[config.mk]
export PLATFORM = sky130hd
export DESIGN_NAME = riscv_fetch_queue
export DESIGN_NICKNAME = d
export VERILOG_FILES = /design/src/rtl/riscv_fetch_queue.sv
export SDC_FILE = /design/constraint.sdc
export NUM_CORES = 1
export LEC_CHECK = 0
export BUFFER_PORTS_ARGS = -buffer_cell sky130_fd_sc_hd__buf_4
export CORE_MARGIN = 1.5
export CORE_UTILIZATION = 42
export DETAILED_ROUTE_END_ITERATION = 6
export SLEW_MARGIN = 20
export SYNTH_ARGS = -nofsm -noshare
export SYNTH_HDL_FRONTEND = slang
export SYNTH_SLANG_ARGS = --single-unit
[constraint.sdc]
create_clock -name clk -period 4.12 [get_ports clk]
set_input_delay 0.412 -clock clk [delete_from_list [all_inputs] [get_ports clk]]
set_output_delay 0.412 -clock clk [all_outputs]
set_load 0.01 [all_outputs]
[src/rtl/riscv_fetch_queue.sv]
// Instruction fetch stage: fetches 32-bit words from the I-cache into a 16-bit
// parcel queue, realigns mixed RVC/32-bit instructions and registers them for ID.
module riscv_fetch_queue #(
    parameter logic [31:0] RESET_PC = 32'h0000_0000,
    parameter int unsigned QDEPTH   = 8
) (
    input  logic                    clk,
    input  logic                    rst_n,
    input  logic                    redirect,
    input  logic [31:0]             redirect_pc,
    output logic                    ICACHE_ren,
    output logic                    ICACHE_wen,
    output logic [29:0]             ICACHE_addr,
    output logic [31:0]             ICACHE_wdata,
    input  logic [31:0]             ICACHE_rdata,
    input  logic                    ICACHE_stall,
    input  logic                    id_ready,
    output logic                    inst_valid,
    output logic [31:0]             inst_ppl,
    output logic [31:0]             pc_ppl,
    output logic                    compressed_ppl,
    output logic [31:0]             PC,
    output logic [$clog2(QDEPTH):0] queue_count
);

    localparam int PW = $clog2(QDEPTH);
    localparam int CW = PW + 1;
    localparam logic [31:0] NOP = 32'h0000_0013;

    typedef struct packed {
        logic        valid;
        logic [31:0] inst;
        logic [31:0] pc;
        logic        c;
    } fq_out_t;

    logic [QDEPTH-1:0][15:0] mem;
    logic [PW-1:0]           head, tail;
    logic [CW-1:0]           count;
    logic [31:0]             fpc, hpc;
    logic                    pend, drop;
    logic [29:0]             req_addr;
    fq_out_t                 out_q;

    logic                    can_issue, done, push_en, push_two;
    logic [PW-1:0]           head_p1, tail_p1;
    logic [15:0]             p0, p1;
    logic                    need_two, avail, load;
    logic [1:0]              n_push, n_pop;
    logic                    unused_pc0;

    assign unused_pc0 = redirect_pc[0];

    // Free space is judged on the registered count so the request never depends on this cycle's pops.
    assign can_issue    = (count <= CW'(QDEPTH - 2));
    assign ICACHE_ren   = rst_n & (pend | can_issue);
    assign ICACHE_addr  = pend ? req_addr : fpc[31:2];
    assign ICACHE_wen   = 1'b0;
    assign ICACHE_wdata = 32'h0;

    assign done     = ICACHE_ren & ~ICACHE_stall;
    assign push_en  = done & ~drop & ~redirect;
    assign push_two = ~fpc[1];
    assign n_push   = push_en ? (push_two ? 2'd2 : 2'd1) : 2'd0;

    assign head_p1  = head + PW'(1);
    assign tail_p1  = tail + PW'(1);
    assign p0       = mem[head];
    assign p1       = mem[head_p1];
    assign need_two = (p0[1:0] == 2'b11);
    assign avail    = need_two ? (count >= CW'(2)) : (count >= CW'(1));
    assign load     = avail & (~out_q.valid | id_ready) & ~redirect;
    assign n_pop    = load ? (need_two ? 2'd2 : 2'd1) : 2'd0;

    always_ff @(posedge clk) begin
        if (push_en) begin
            if (push_two) begin
                mem[tail]    <= ICACHE_rdata[15:0];
                mem[tail_p1] <= ICACHE_rdata[31:16];
            end else begin
                mem[tail]    <= ICACHE_rdata[31:16];
            end
        end
    end

    always_ff @(posedge clk or negedge rst_n) begin
        if (!rst_n) begin
            head     <= '0;
            tail     <= '0;
            count    <= '0;
            fpc      <= {RESET_PC[31:1], 1'b0};
            hpc      <= {RESET_PC[31:1], 1'b0};
            pend     <= 1'b0;
            drop     <= 1'b0;
            req_addr <= '0;
        end else begin
            pend     <= ICACHE_ren & ICACHE_stall;
            req_addr <= ICACHE_addr;
            if (redirect) begin
                head  <= '0;
                tail  <= '0;
                count <= '0;
                fpc   <= {redirect_pc[31:1], 1'b0};
                hpc   <= {redirect_pc[31:1], 1'b0};
                // A request still stalled keeps its old address; its data must be thrown away.
                drop  <= ICACHE_ren & ICACHE_stall;
            end else begin
                if (done && drop)
                    drop <= 1'b0;
                if (done && !drop)
                    fpc <= {fpc[31:2] + 30'd1, 2'b00};
                tail  <= tail + PW'(n_push);
                head  <= head + PW'(n_pop);
                count <= count + CW'(n_push) - CW'(n_pop);
                if (load)
                    hpc <= hpc + (need_two ? 32'd4 : 32'd2);
            end
        end
    end

    always_ff @(posedge clk or negedge rst_n) begin
        if (!rst_n) begin
            out_q <= '{valid: 1'b0, inst: NOP, pc: 32'h0, c: 1'b0};
        end else if (redirect) begin
            out_q.valid <= 1'b0;
            out_q.inst  <= NOP;
            out_q.c     <= 1'b0;
        end else if (load) begin
            out_q.valid <= 1'b1;
            out_q.inst  <= need_two ? {p1, p0} : {16'h0, p0};
            out_q.pc    <= hpc;
            out_q.c     <= ~need_two;
        end else if (id_ready) begin
            out_q.valid <= 1'b0;
            out_q.inst  <= NOP;
        end
    end

    assign inst_valid     = out_q.valid;
    assign inst_ppl       = out_q.inst;
    assign pc_ppl         = out_q.pc;
    assign compressed_ppl = out_q.c;
    assign PC             = fpc;
    assign queue_count    = count;

    a_no_underflow: assert property (@(posedge clk) disable iff (!rst_n)
        CW'(n_pop) <= count);
    a_no_overflow: assert property (@(posedge clk) disable iff (!rst_n)
        ((CW+1)'(count) + (CW+1)'(n_push) - (CW+1)'(n_pop)) <= (CW+1)'(QDEPTH));

endmodule

==> qor.tcl, run 1 <==
set qor(post_cts_buffers) 0
set qor(cts.root.buffer_cell) {sky130_fd_sc_hd__clkbuf_16}
set qor(synth_largest_type_area_fraction_pct) 27.37
set qor(cts.hold.buffers_added) 0
set qor(worst_r2r_start) {head[0]}
set qor(cp_slowest_stage_delay_ps) 550
set qor(vdd_ir_drop_max_mv) 0.4056
set qor(port_buffers) 198
set qor(route.antenna.remaining_nets) 0
set qor(power.density_cell_area_nw_per_um2) 556.9
set qor(slew_violations) 0
set qor(post_dp_cell_area_um2) 17170
set qor(detail_route.iter0.violations) 1051
set qor(worstSetupPathType) {register to register}
set qor(route.detailed.drc) 0
set qor(rsz_0062_raised_after_global_routing) {false}
set qor(grt_pass1_wl_mm) 68.81
set qor(finalSetupViolations) 0
set qor(drt_pass1_iterations) 7
set qor(fmax_mhz) 263.4
set qor(layout.nets) 1616
set qor(clk-insertion-delay-late_ps) 530
set qor(synth_top_family_by_area) {multiplexers}
set qor(share_of_synthesized_flip_flops_with_an_asynchronous_set_or_reset_pct) 56.90
set qor(synth_compound_area_share_pct) 10.73
set qor(yosys.area_share.adder_pct) 1.731
set qor(drive_gt1_share_pct) 26.19
set qor(final.period_utilization_pct) 92.15
set qor(syn_inst) 1343
set qor(clockBufferDepth) 3
set qor(seq_area_frac_synth_pct) 53.21
set qor(worst-path-max-fanout) 9
set qor(origin_of_the_worst_setup_path) {head[0]}
set qor(synth_most_common_cell) {sky130_fd_sc_hd__nand2_1}
set qor(routed_wirelength_mm) 45.83
set qor(dp_hpwl_mm) 31.32
set qor(minimum_clock_period_ps) 3797
set qor(cp_slowest_cell) {sky130_fd_sc_hd__mux4_2}
set qor(overflow) 0
set qor(cts-htree-levels) 2
set qor(synth_cell_type_count) 55
set qor(synth_area_um2) 15180
set qor(tightest_slew_ps) 996.2
set qor(area_leader_netlist) {sky130_fd_sc_hd__dfrtp_1}
set qor(synthesis.yosys.warnings) 0
set qor(synth.top_cells.by_area) {sky130_fd_sc_hd__dfrtp_1 27%, sky130_fd_sc_hd__edfxtp_1 25%, sky130_fd_sc_hd__mux4_2 9.5%, sky130_fd_sc_hd__nand2_1 6.9%, sky130_fd_sc_hd__o21ai_0 5.2%}
set qor(post_cts.resized_instances) 0
set qor(synth_xor_area_share_pct) 2.135
set qor(timing.critical_path.from_type) {register}
set qor(timing.clock.skew_ps) 27.49
set qor(initial_utilization_pct) 42.67
set qor(setup.worst_path.end_class) {register}
set qor(leakagePower_nw) 7.229
set qor(die_w_um) 193.1
set qor(timing.final.hold_violations) 0
set qor(synthSimpleGateAreaFrac_pct) 12.19
set qor(gr-usage-all-layers_pct) 24.84
set qor(core_area_um2) 35570
set qor(gp_congestion) 0.8130
set qor(critical_path_required_ps) 4510
set qor(hp-class) {input port to async pin}
set qor(antenna_violations_before_repair) 0
set qor(syn_avg_cell_area_um2) 11.30
set qor(synth_edf_count) 128
set qor(stdcell_area_um2) 18320
set qor(tritoncts_clock_tree) {yes}
set qor(num_io_pins) 235
set qor(routedWlPerCell_um) 22.74
set qor(ys_seq_elements) 297
set qor(grt_max_degree) 171
set qor(design.die.area_um2) 37290
set qor(status) {complete, no violations}
set qor(muxShareOfSynthArea_pct) 15.18
set qor(num_rows) 69
set qor(first_global_vias) 11430
set qor(max-slew-margin-rel_pct) 33.59
set qor(detailroute.via_count) 11540
set qor(vertical_die_dimension_um) 193.1
set qor(ys_dominant_reg_cell) {sky130_fd_sc_hd__dfrtp_1}
set qor(maxCapViolations) 0
set qor(num_antenna_cells) 0
set qor(area_growth_syn_to_layout_pct) 20.72
set qor(route.detailed.vias_per_inst) 5.726
set qor(worstPathArrival_ps) 4190
set qor(worst_setup_hold_path_clk_slew_ps) 60
set qor(cts-buffers-inserted) 34
set qor(setup_total_negative_slack_ps) 0
set qor(crit_path_cell_trace) {mux4_2, mux2i_1, nor2_1, inv_2, ha_1, fa_1, nand2_1, or4_1, or3_1, a211o_1, xnor2_1, mux2_2}
set qor(synth_common_cells) {279 x sky130_fd_sc_hd__nand2_1, 166 x sky130_fd_sc_hd__dfrtp_1, 159 x sky130_fd_sc_hd__o21ai_0}
set qor(cts.sink_count) 297
set qor(layout.filler_cells) 3187
area by class of cell:
| type | instances | area (µm²) | share of cell area, % |
|---|---|---|---|
| Sequential cell | 297 | 8079 | 44.09 |
| Multi-Input combinational cell | 926 | 6535 | 35.66 |
| Timing Repair Buffer | 245 | 1881 | 10.26 |
| Clock buffer | 45 | 953.4 | 5.203 |
| Tap cell | 461 | 576.8 | 3.148 |
| Clock inverter | 16 | 205.2 | 1.120 |
| Inverter | 25 | 93.84 | 0.5121 |
per-layer routing:
metal,wire length (µm),vias up,track usage (%)
li1,-,5215,-
met1,18400,5734,32.76
met2,22390,493,41.99
met3,3584,96,3.692
met4,1466,0,8.373
met5,0,-,0
cell families after synthesis:
family,count (synthesis)
AOI/OAI and AO/OA,266
xor gates and xnor gates,37
adders and majority gates,18
buffers and inverters,154
muxes,146
other,1
DFF,297
and+or+nand+nor,424
path summary, 6_finish.rpt:
path / endpoint / slack, ps / cells after the start
worst max-delay path: hpc[21] / 320 / 12
worst min register to register: pc_ppl[13] / 480 / 2
max in group asynchronous: inst_ppl[5] / 3340 / 2
worst min-delay path: PC[18] / 70 / 2
min in group clk: PC[23] / 140 / 3
worst max register to register: hpc[21] / 320 / 12
power breakdown:
part / switching (mW) / internal [mW]
sequential: 0.344 / 3.49
clock: 1.24 / 1.89
combinational: 1.76 / 1.48
total: 3.34 / 6.87
sequential cells by signal, indices dropped and copies added (netlist names), 4 cells and up:
name,cells
inst_ppl,32
hpc,31
queue_count,4
mem,128
PC,31
req_addr,30
pc_ppl,31
cells in the final DEF (no fill, tap or decap), types with 5 or more instances in the layout:
cell / instances
sky130_fd_sc_hd__nand2_1: 279
sky130_fd_sc_hd__buf_4: 241
sky130_fd_sc_hd__dfrtp_1: 164
sky130_fd_sc_hd__o21ai_0: 159
sky130_fd_sc_hd__edfxtp_1: 128
sky130_fd_sc_hd__mux4_2: 64
sky130_fd_sc_hd__mux2i_1: 50
sky130_fd_sc_hd__nand3_1: 39
sky130_fd_sc_hd__conb_1: 35
sky130_fd_sc_hd__clkbuf_16: 35
sky130_fd_sc_hd__mux2_2: 31
sky130_fd_sc_hd__o2bb2ai_1: 29
sky130_fd_sc_hd__xor2_1: 27
sky130_fd_sc_hd__nor2_1: 25
sky130_fd_sc_hd__inv_1: 23
sky130_fd_sc_hd__o311ai_0: 20
sky130_fd_sc_hd__o211ai_1: 19
sky130_fd_sc_hd__a21oi_1: 15
sky130_fd_sc_hd__nand4_1: 15
sky130_fd_sc_hd__ha_1: 13
sky130_fd_sc_hd__or3_1: 12
sky130_fd_sc_hd__nor2b_1: 12
sky130_fd_sc_hd__nor3_1: 10
sky130_fd_sc_hd__and3_1: 10
sky130_fd_sc_hd__xnor2_1: 9
sky130_fd_sc_hd__o31ai_1: 6
sky130_fd_sc_hd__or4_1: 6
sky130_fd_sc_hd__clkbuf_1: 6
sky130_fd_sc_hd__fa_1: 5
sky130_fd_sc_hd__clkinv_2: 5
critical path: cells and delay by family, from the launching register on:
| family | cells | cell delay [ps] |
|---|---|---|
| compound gates | 1 | 300 |
| mux | 3 | 1130 |
| buf+inv | 1 | 80 |
| xor+xnor | 1 | 120 |
| fa+ha+maj | 2 | 440 |
| flops | 1 | 500 |
| simple gates | 4 | 1100 |
through the flow:
step | setup WS, ps | utilization, % | hold slack (ps) | power [mW] | std cells
finish | 323.5 | 51.52 | 66.54 | 10.21 | 2015
global route | 81.33 | 51.52 | 159.5 | 10.71 | 2015
CTS | 308.3 | 51.52 | 128.9 | 10.28 | 2015
detailed placement | 361.7 | 48.26 | 463.7 | 7.153 | 1954
global placement | 413.3 | 48.26 | 464.7 | 7.109 | 1954
floorplan | 399.8 | - | 116.4 | 5.845 | 1377
Power figures use the tool's default switching activity.
==> inputs of run 2 (changes only) <==
--- a/config.mk
+++ b/config.mk
@@ -5,10 +5,11 @@
 export SDC_FILE = /design/constraint.sdc
 export NUM_CORES = 1
 export LEC_CHECK = 0
-export BUFFER_PORTS_ARGS = -buffer_cell sky130_fd_sc_hd__buf_4
 export CORE_MARGIN = 1.5
 export CORE_UTILIZATION = 42
+export CTS_CLUSTER_DIAMETER = 80
 export DETAILED_ROUTE_END_ITERATION = 6
+export DONT_BUFFER_PORTS = 1
 export SLEW_MARGIN = 20
 export SYNTH_ARGS = -nofsm -noshare
 export SYNTH_HDL_FRONTEND = slang
==> qor.tcl, run 2 (synthesis gave the netlist of run 1 again) <==
set qor(slew_violations) 0 ;# unchanged
set qor(num_antenna_cells) 0 ;# unchanged
set qor(max-slew-margin-rel_pct) 31.42 ;# was 33.59%
set qor(worst_hold_slack_ps) -412.9 ;# was 66.54 ps
set qor(violations) {negative hold slack}
set qor(layout.filler_cells) 3253 ;# was 3187
set qor(clockBufferDepth) 3 ;# unchanged
set qor(num_rows) 69 ;# unchanged
set qor(setup_total_negative_slack_ps) 0 ;# unchanged
set qor(final.period_utilization_pct) 91.41 ;# was 92.15%
set qor(rsz_0062_raised_after_global_routing) {false} ;# unchanged
set qor(leakagePower_nw) 6.155 ;# was 7.229 nW
set qor(overflow) 0 ;# unchanged
set qor(fmax_mhz) 265.5 ;# was 263.4 MHz
set qor(finalSetupViolations) 0 ;# unchanged
set qor(utilization_pct) 46.81 ;# was 51.52%
set qor(minimum_clock_period_ps) 3766 ;# was 3797 ps
set qor(layout.cells.most_common_list) {279 x sky130_fd_sc_hd__nand2_1, 164 x sky130_fd_sc_hd__dfrtp_1, 159 x sky130_fd_sc_hd__o21ai_0} ;# was 279 x sky130_fd_sc_hd__nand2_1, 241 x sky130_fd_sc_hd__buf_4, 164 x sky130_fd_sc_hd__dfrtp_1
set qor(post_cts_buffers) 0 ;# unchanged
set qor(core_area_um2) 35570 ;# unchanged
set qor(die_w_um) 193.1 ;# unchanged
set qor(num_io_pins) 235 ;# unchanged
set qor(setup.worst_path.end_class) {register} ;# unchanged
set qor(maxCapViolations) 0 ;# unchanged
set qor(gr-usage-all-layers_pct) 23.81 ;# was 24.84%
set qor(cts-htree-levels) 2 ;# unchanged
set qor(drive_gt1_share_pct) 14.67 ;# was 26.19%
set qor(vdd_ir_drop_max_mv) 0.3505 ;# was 0.4056 mV
set qor(timing.final.hold_violations) 169 ;# was 0
set qor(routed_wirelength_mm) 44.76 ;# was 45.83 mm
set qor(multiInputGateArea_um2) 6524 ;# was 6535 µm²
set qor(drt_pass1_iterations) 5 ;# was 7
set qor(clk-insertion-delay-late_ps) 520 ;# was 530 ps
set qor(worstSetupPathType) {register to register} ;# unchanged
set qor(route.detailed.drc) 0 ;# unchanged
set qor(hp-class) {input port to async pin} ;# unchanged
set qor(timing.clock.skew_ps) 15.83 ;# was 27.49 ps
set qor(power.density_cell_area_nw_per_um2) 561.9 ;# was 556.9 nW/µm²
set qor(cts.hold.buffers_added) 3 ;# was 0
set qor(port_buffers) 0 ;# was 198
set qor(worst_setup_hold_path_clk_slew_ps) 60 ;# about the same
set qor(critical_path_required_ps) 4530 ;# was 4510 ps
set qor(grt_max_degree) 173 ;# was 171
set qor(tritoncts_clock_tree) {yes} ;# unchanged
set qor(route.antenna.remaining_nets) 0 ;# unchanged
set qor(initial_utilization_pct) 42.67 ;# unchanged
set qor(cts-buffers-inserted) 35 ;# was 34
set qor(cts.sink_count) 297 ;# unchanged
set qor(sequential_standard_cell_area_um2) 8079 ;# unchanged
set qor(worst-r2r-cell-count) 12 ;# unchanged
set qor(worstPathArrival_ps) 4170 ;# was 4190 ps
set qor(first_global_vias) 10830 ;# was 11430
set qor(detailroute.via_count) 10850 ;# was 11540
set qor(routedWlPerCell_um) 24.71 ;# was 22.74 µm
set qor(mostFrequentLayoutCell) {sky130_fd_sc_hd__nand2_1} ;# unchanged
set qor(timing.critical_path.from_type) {register} ;# unchanged
set qor(cts.root.buffer_cell) {sky130_fd_sc_hd__clkbuf_16} ;# unchanged
set qor(tightest_slew_ps) 1029 ;# was 996.2 ps
set qor(layout.nets) 1415 ;# was 1616
set qor(gp_congestion) 0.8213 ;# was 0.8130
set qor(design.die.area_um2) 37290 ;# unchanged
set qor(worst-path-max-fanout) 9 ;# unchanged
set qor(route.detailed.vias_per_inst) 5.991 ;# was 5.726
set qor(largest_register_ff_count) 128 ;# unchanged
set qor(antenna_violations_before_repair) 0 ;# unchanged
set qor(dp_hpwl_mm) 29.63 ;# was 31.32 mm
set qor(regMostFlops) {mem} ;# unchanged
set qor(area_growth_syn_to_layout_pct) 9.703 ;# was 20.72%
set qor(grt_pass1_wl_mm) 65.92 ;# was 68.81 mm
set qor(vertical_die_dimension_um) 193.1 ;# unchanged
set qor(detail_route.iter0.violations) 827 ;# was 1051
set qor(ff2ff_setup_slack_ps) 350 ;# was 320 ps
set qor(status) {finished with violations} ;# was complete, no violations
-- run 2: cell count changes in the layout (fill, tap and decap cells not counted), moves of 2 or more --
| cell | before | now |
|---|---|---|
| sky130_fd_sc_hd__buf_4 | 241 | 39 |
| sky130_fd_sc_hd__dlygate4sd3_1 | 0 | 2 |
| sky130_fd_sc_hd__clkbuf_1 | 6 | 10 |
| sky130_fd_sc_hd__bufinv_16 | 4 | 1 |
| sky130_fd_sc_hd__clkbuf_8 | 4 | 1 |
| sky130_fd_sc_hd__clkinv_8 | 2 | 0 |
| sky130_fd_sc_hd__clkinv_2 | 5 | 7 |
-- run 2: power by group --
part           switching [mW]  internal [mW]  total, mW
clock network            1.20           1.64       2.85
registers               0.527           3.50       4.02
logic                    1.42           1.07       2.49
total                    3.15           6.21       9.36
-- run 2: metrics by stage --
| stage | area (µm²) | hold slack (ps) | power [mW] | cells | setup slack, ps |
|---|---|---|---|---|---|
| 2_1_floorplan | 15310 | 116.4 | 5.845 | 1377 | 399.8 |
| 3_3_place_gp | 15590 | 119.9 | 6.532 | 1749 | 408.3 |
| 3_5_place_dp | 15590 | 119.7 | 6.575 | 1749 | 354.5 |
| 4_1_cts | 16650 | -431.2 | 9.437 | 1811 | 361.1 |
| 5_1_grt | 16650 | -435.3 | 9.810 | 1811 | 149.0 |
| 6_report | 16650 | -412.9 | 9.356 | 1811 | 354.0 |
-- run 2: path summary, 6_finish.rpt --
check,from,endpoint
worst min register to register,hpc[12],pc_ppl[12]
worst max register to register,head[0],hpc[21]
max in group asynchronous,rst_n,inst_ppl[0]
worst min-delay path,rst_n,req_addr[13]
min in group clk,redirect,PC[12]
worst max-delay path,head[0],hpc[21]
-- run 2: layout make-up --
| cell class | count | share of cell area, % |
|---|---|---|
| Multi-Input combinational cell | 926 | 39.18 |
| Clock inverter | 13 | 0.5861 |
| Timing Repair Buffer | 43 | 2.119 |
| Clock buffer | 46 | 5.568 |
| Inverter | 25 | 0.5636 |
| Tap cell | 461 | 3.464 |
| Sequential cell | 297 | 48.52 |
-- run 2: critical path, cell delays in order (launching register included) --
cell                      delay (ps)
sky130_fd_sc_hd__dfrtp_2         500
sky130_fd_sc_hd__mux4_2          530
sky130_fd_sc_hd__mux2i_1         340
sky130_fd_sc_hd__nor2_1          120
sky130_fd_sc_hd__inv_2            70
sky130_fd_sc_hd__ha_1            190
sky130_fd_sc_hd__fa_1            280
sky130_fd_sc_hd__nand2_1          90
sky130_fd_sc_hd__or4_1           480
sky130_fd_sc_hd__or3_1           390
sky130_fd_sc_hd__a211o_1         300
sky130_fd_sc_hd__xnor2_1         120
sky130_fd_sc_hd__mux2_2          260
-- run 2: metal layers --
| metal | track usage [%] | part of all wire (%) | vias to the layer above |
|---|---|---|---|
| li1 | - | - | 4794 |
| met1 | 29.63 | 39 | 5422 |
| met2 | 40.25 | 49 | 519 |
| met3 | 5.647 | 8.9 | 115 |
| met4 | 8.935 | 3.5 | 0 |
| met5 | 0 | 0 | - |
-- run 2: what timing repair did --
item,4_1_cts,5_1_grt
setup endpoints to repair,0,0
endpoints found under the hold margin,201,169
resized for setup,0,0
==> inputs of run 3 (changes only) <==
--- a/config.mk
+++ b/config.mk
@@ -10,6 +10,7 @@
 export CTS_CLUSTER_DIAMETER = 80
 export DETAILED_ROUTE_END_ITERATION = 6
 export DONT_BUFFER_PORTS = 1
+export HOLD_SLACK_MARGIN = 0.03
 export SLEW_MARGIN = 20
 export SYNTH_ARGS = -nofsm -noshare
 export SYNTH_HDL_FRONTEND = slang
==> qor.tcl, run 3 (synthesis gave the netlist of run 1 again) <==
set qor(initial_utilization_pct) 42.67 ;# unchanged
set qor(dp_cells) 1749 ;# unchanged
set qor(post_cts.resized_instances) 0 ;# unchanged
set qor(pwr-share-clk_pct) 30.4 ;# about the same
set qor(num_antenna_cells) 0 ;# unchanged
set qor(final.period_utilization_pct) 91.72 ;# was 91.41%
set qor(finalSetupViolations) 0 ;# unchanged
set qor(worst_r2r_endpoint) {hpc[21]} ;# unchanged
set qor(route.detailed.vias_per_inst) 5.999 ;# was 5.991
set qor(layout.nets) 1415 ;# unchanged
set qor(multiInputGateArea_um2) 6524 ;# unchanged
set qor(routedWlPerCell_um) 24.64 ;# was 24.71 µm
set qor(layout.cells.most_common_list) {279 x sky130_fd_sc_hd__nand2_1, 164 x sky130_fd_sc_hd__dfrtp_1, 159 x sky130_fd_sc_hd__o21ai_0} ;# unchanged
set qor(setup.worst_path.end_class) {register} ;# unchanged
set qor(maxCapViolations) 0 ;# unchanged
set qor(antenna_violations_before_repair) 0 ;# unchanged
set qor(detail_route.iter0.violations) 810 ;# was 827
set qor(post_cts_buffers) 0 ;# unchanged
set qor(worst-path-max-fanout) 9 ;# unchanged
set qor(fmax_mhz) 264.6 ;# was 265.5 MHz
set qor(cts-htree-levels) 2 ;# unchanged
set qor(minimum_clock_period_ps) 3779 ;# was 3766 ps
set qor(port_buffers) 0 ;# unchanged
set qor(ff2ff_setup_slack_ps) 340 ;# was 350 ps
set qor(grt_max_degree) 173 ;# unchanged
set qor(cts-buffers-inserted) 35 ;# unchanged
set qor(layout.filler_cells) 3254 ;# was 3253
set qor(regMostFlops) {mem} ;# unchanged
set qor(slew_violations) 0 ;# unchanged
set qor(status) {finished with violations} ;# unchanged
set qor(drive_gt1_share_pct) 14.67 ;# unchanged
set qor(clockBufferDepth) 3 ;# unchanged
set qor(switching_share_pct) 33.67 ;# was 33.68%
set qor(routed_wirelength_mm) 44.62 ;# was 44.76 mm
set qor(tightest_slew_ps) 1017 ;# was 1029 ps
set qor(mostFrequentLayoutCell) {sky130_fd_sc_hd__nand2_1} ;# unchanged
set qor(vdd_ir_drop_max_mv) 0.3508 ;# was 0.3505 mV
set qor(critical_path_required_ps) 4530 ;# about the same
set qor(area_growth_syn_to_layout_pct) 9.703 ;# unchanged
set qor(combinationalPowerShare_pct) 26.6 ;# about the same
set qor(design.die.area_um2) 37290 ;# unchanged
set qor(layout.cells.non_filler) 1811 ;# unchanged
set qor(largest_register_ff_count) 128 ;# unchanged
set qor(worstSetupPathType) {register to register} ;# unchanged
set qor(timing.final.hold_violations) 169 ;# unchanged
set qor(grt_pass1_wl_mm) 65.91 ;# was 65.92 mm
set qor(power_frac_seq_pct) 43.0 ;# about the same
set qor(gp_congestion) 0.8213 ;# unchanged
set qor(internal_power_mw) 6.205 ;# about the same
set qor(num_rows) 69 ;# unchanged
set qor(clk-insertion-delay-late_ps) 520 ;# about the same
set qor(rsz_0062_raised_after_global_routing) {false} ;# unchanged
set qor(worst-r2r-cell-count) 12 ;# unchanged
set qor(overflow) 0 ;# unchanged
set qor(vertical_die_dimension_um) 193.1 ;# unchanged
set qor(tritoncts_clock_tree) {yes} ;# unchanged
set qor(gr-usage-all-layers_pct) 23.78 ;# was 23.81%
set qor(worst_setup_hold_path_clk_slew_ps) 60 ;# about the same
set qor(route.detailed.drc) 0 ;# unchanged
set qor(leakagePower_nw) 6.155 ;# unchanged
set qor(hp-class) {input port to async pin} ;# unchanged
set qor(timing.clock.skew_ps) 15.60 ;# was 15.83 ps
set qor(cts.hold.buffers_added) 2 ;# was 3
set qor(timing.critical_path.from_type) {register} ;# unchanged
set qor(first_global_vias) 10810 ;# was 10830
set qor(num_io_pins) 235 ;# unchanged
set qor(die_w_um) 193.1 ;# unchanged
set qor(setup_total_negative_slack_ps) 0 ;# unchanged
set qor(worstPathArrival_ps) 4190 ;# was 4170 ps
set qor(detailroute.via_count) 10870 ;# was 10850
set qor(p_switching_mw) 3.150 ;# was 3.151 mW
set qor(core_area_um2) 35570 ;# unchanged
set qor(cts.sink_count) 297 ;# unchanged
set qor(dp_hpwl_mm) 29.63 ;# unchanged
set qor(drt_pass1_iterations) 5 ;# unchanged
set qor(worst_hold_slack_ps) -411.5 ;# was -412.9 ps
set qor(route.antenna.remaining_nets) 0 ;# unchanged
set qor(max-slew-margin-rel_pct) 32.18 ;# was 31.42%
set qor(violations) {negative hold slack} ;# unchanged
set qor(cts.root.buffer_cell) {sky130_fd_sc_hd__clkbuf_16} ;# unchanged
set qor(power.density_cell_area_nw_per_um2) 561.9 ;# about the same
set qor(sequential_standard_cell_area_um2) 8079 ;# unchanged
set qor(worst_r2r_start) {head[0]} ;# unchanged
[run 3: metrics by stage]
step                setup WS [ps]  cell area (µm²)  util (%)  power [mW]
floorplan                   399.8            15310         -       5.845
global placement            408.3            15590     43.82       6.532
detailed placement          354.5            15590     43.82       6.575
CTS                         361.1            16640     46.78       9.436
global route                149.5            16650     46.81       9.811
finish                      341.3            16650     46.81       9.355
[run 3: routing by layer]
metal / global-route usage, % / part of all wire (%) / vias to the layer above
met4: 8.846 / 3.4 / 0
met5: 0 / 0 / -
met2: 39.95 / 49 / 511
met1: 29.86 / 39 / 5449
li1: - / - / 4793
met3: 5.593 / 8.9 / 112
[run 3: worst max-delay path, stage by stage, from the launching register on]
cell and delay (ps):
sky130_fd_sc_hd__dfrtp_2 500, sky130_fd_sc_hd__mux4_2 530, sky130_fd_sc_hd__mux2i_1 340, sky130_fd_sc_hd__nor2_1 120, sky130_fd_sc_hd__inv_2 70, sky130_fd_sc_hd__ha_1 190, sky130_fd_sc_hd__fa_1 280, sky130_fd_sc_hd__nand2_1 90
sky130_fd_sc_hd__or4_1 480, sky130_fd_sc_hd__or3_1 400, sky130_fd_sc_hd__a211o_1 300, sky130_fd_sc_hd__xnor2_1 120, sky130_fd_sc_hd__mux2_2 260
[run 3: power by group through the flow]
stage / sequential, mW / combinational, mW / clock, mW
after global placement: 4.07 / 2.46 / 0
final: 4.02 / 2.49 / 2.84
after detailed placement: 4.08 / 2.49 / 0
after floorplan: 3.89 / 1.95 / 0
after global routing: 4.08 / 2.72 / 3.01
after CTS: 4.03 / 2.51 / 2.90
[run 3: layout make-up]
cell class                      instances  area share, %
Clock buffer                           46          5.568
Clock inverter                         13         0.5861
Inverter                               25         0.5636
Multi-Input combinational cell        926          39.18
Sequential cell                       297          48.52
Tap cell                              461          3.464
Timing Repair Buffer                   43          2.119
[run 3: worst max path at each step]
| stage | from | endpoint | slack [ps] | cells after the start |
|---|---|---|---|---|
| floorplan | head[0] | queue_count[3] | 400 | 16 |
| global placement | head[0] | hpc[21] | 410 | 12 |
| detailed placement | head[0] | hpc[21] | 350 | 12 |
| CTS | head[0] | hpc[21] | 360 | 12 |
| global route | head[0] | hpc[21] | 150 | 12 |
| finish | head[0] | hpc[21] | 340 | 12 |
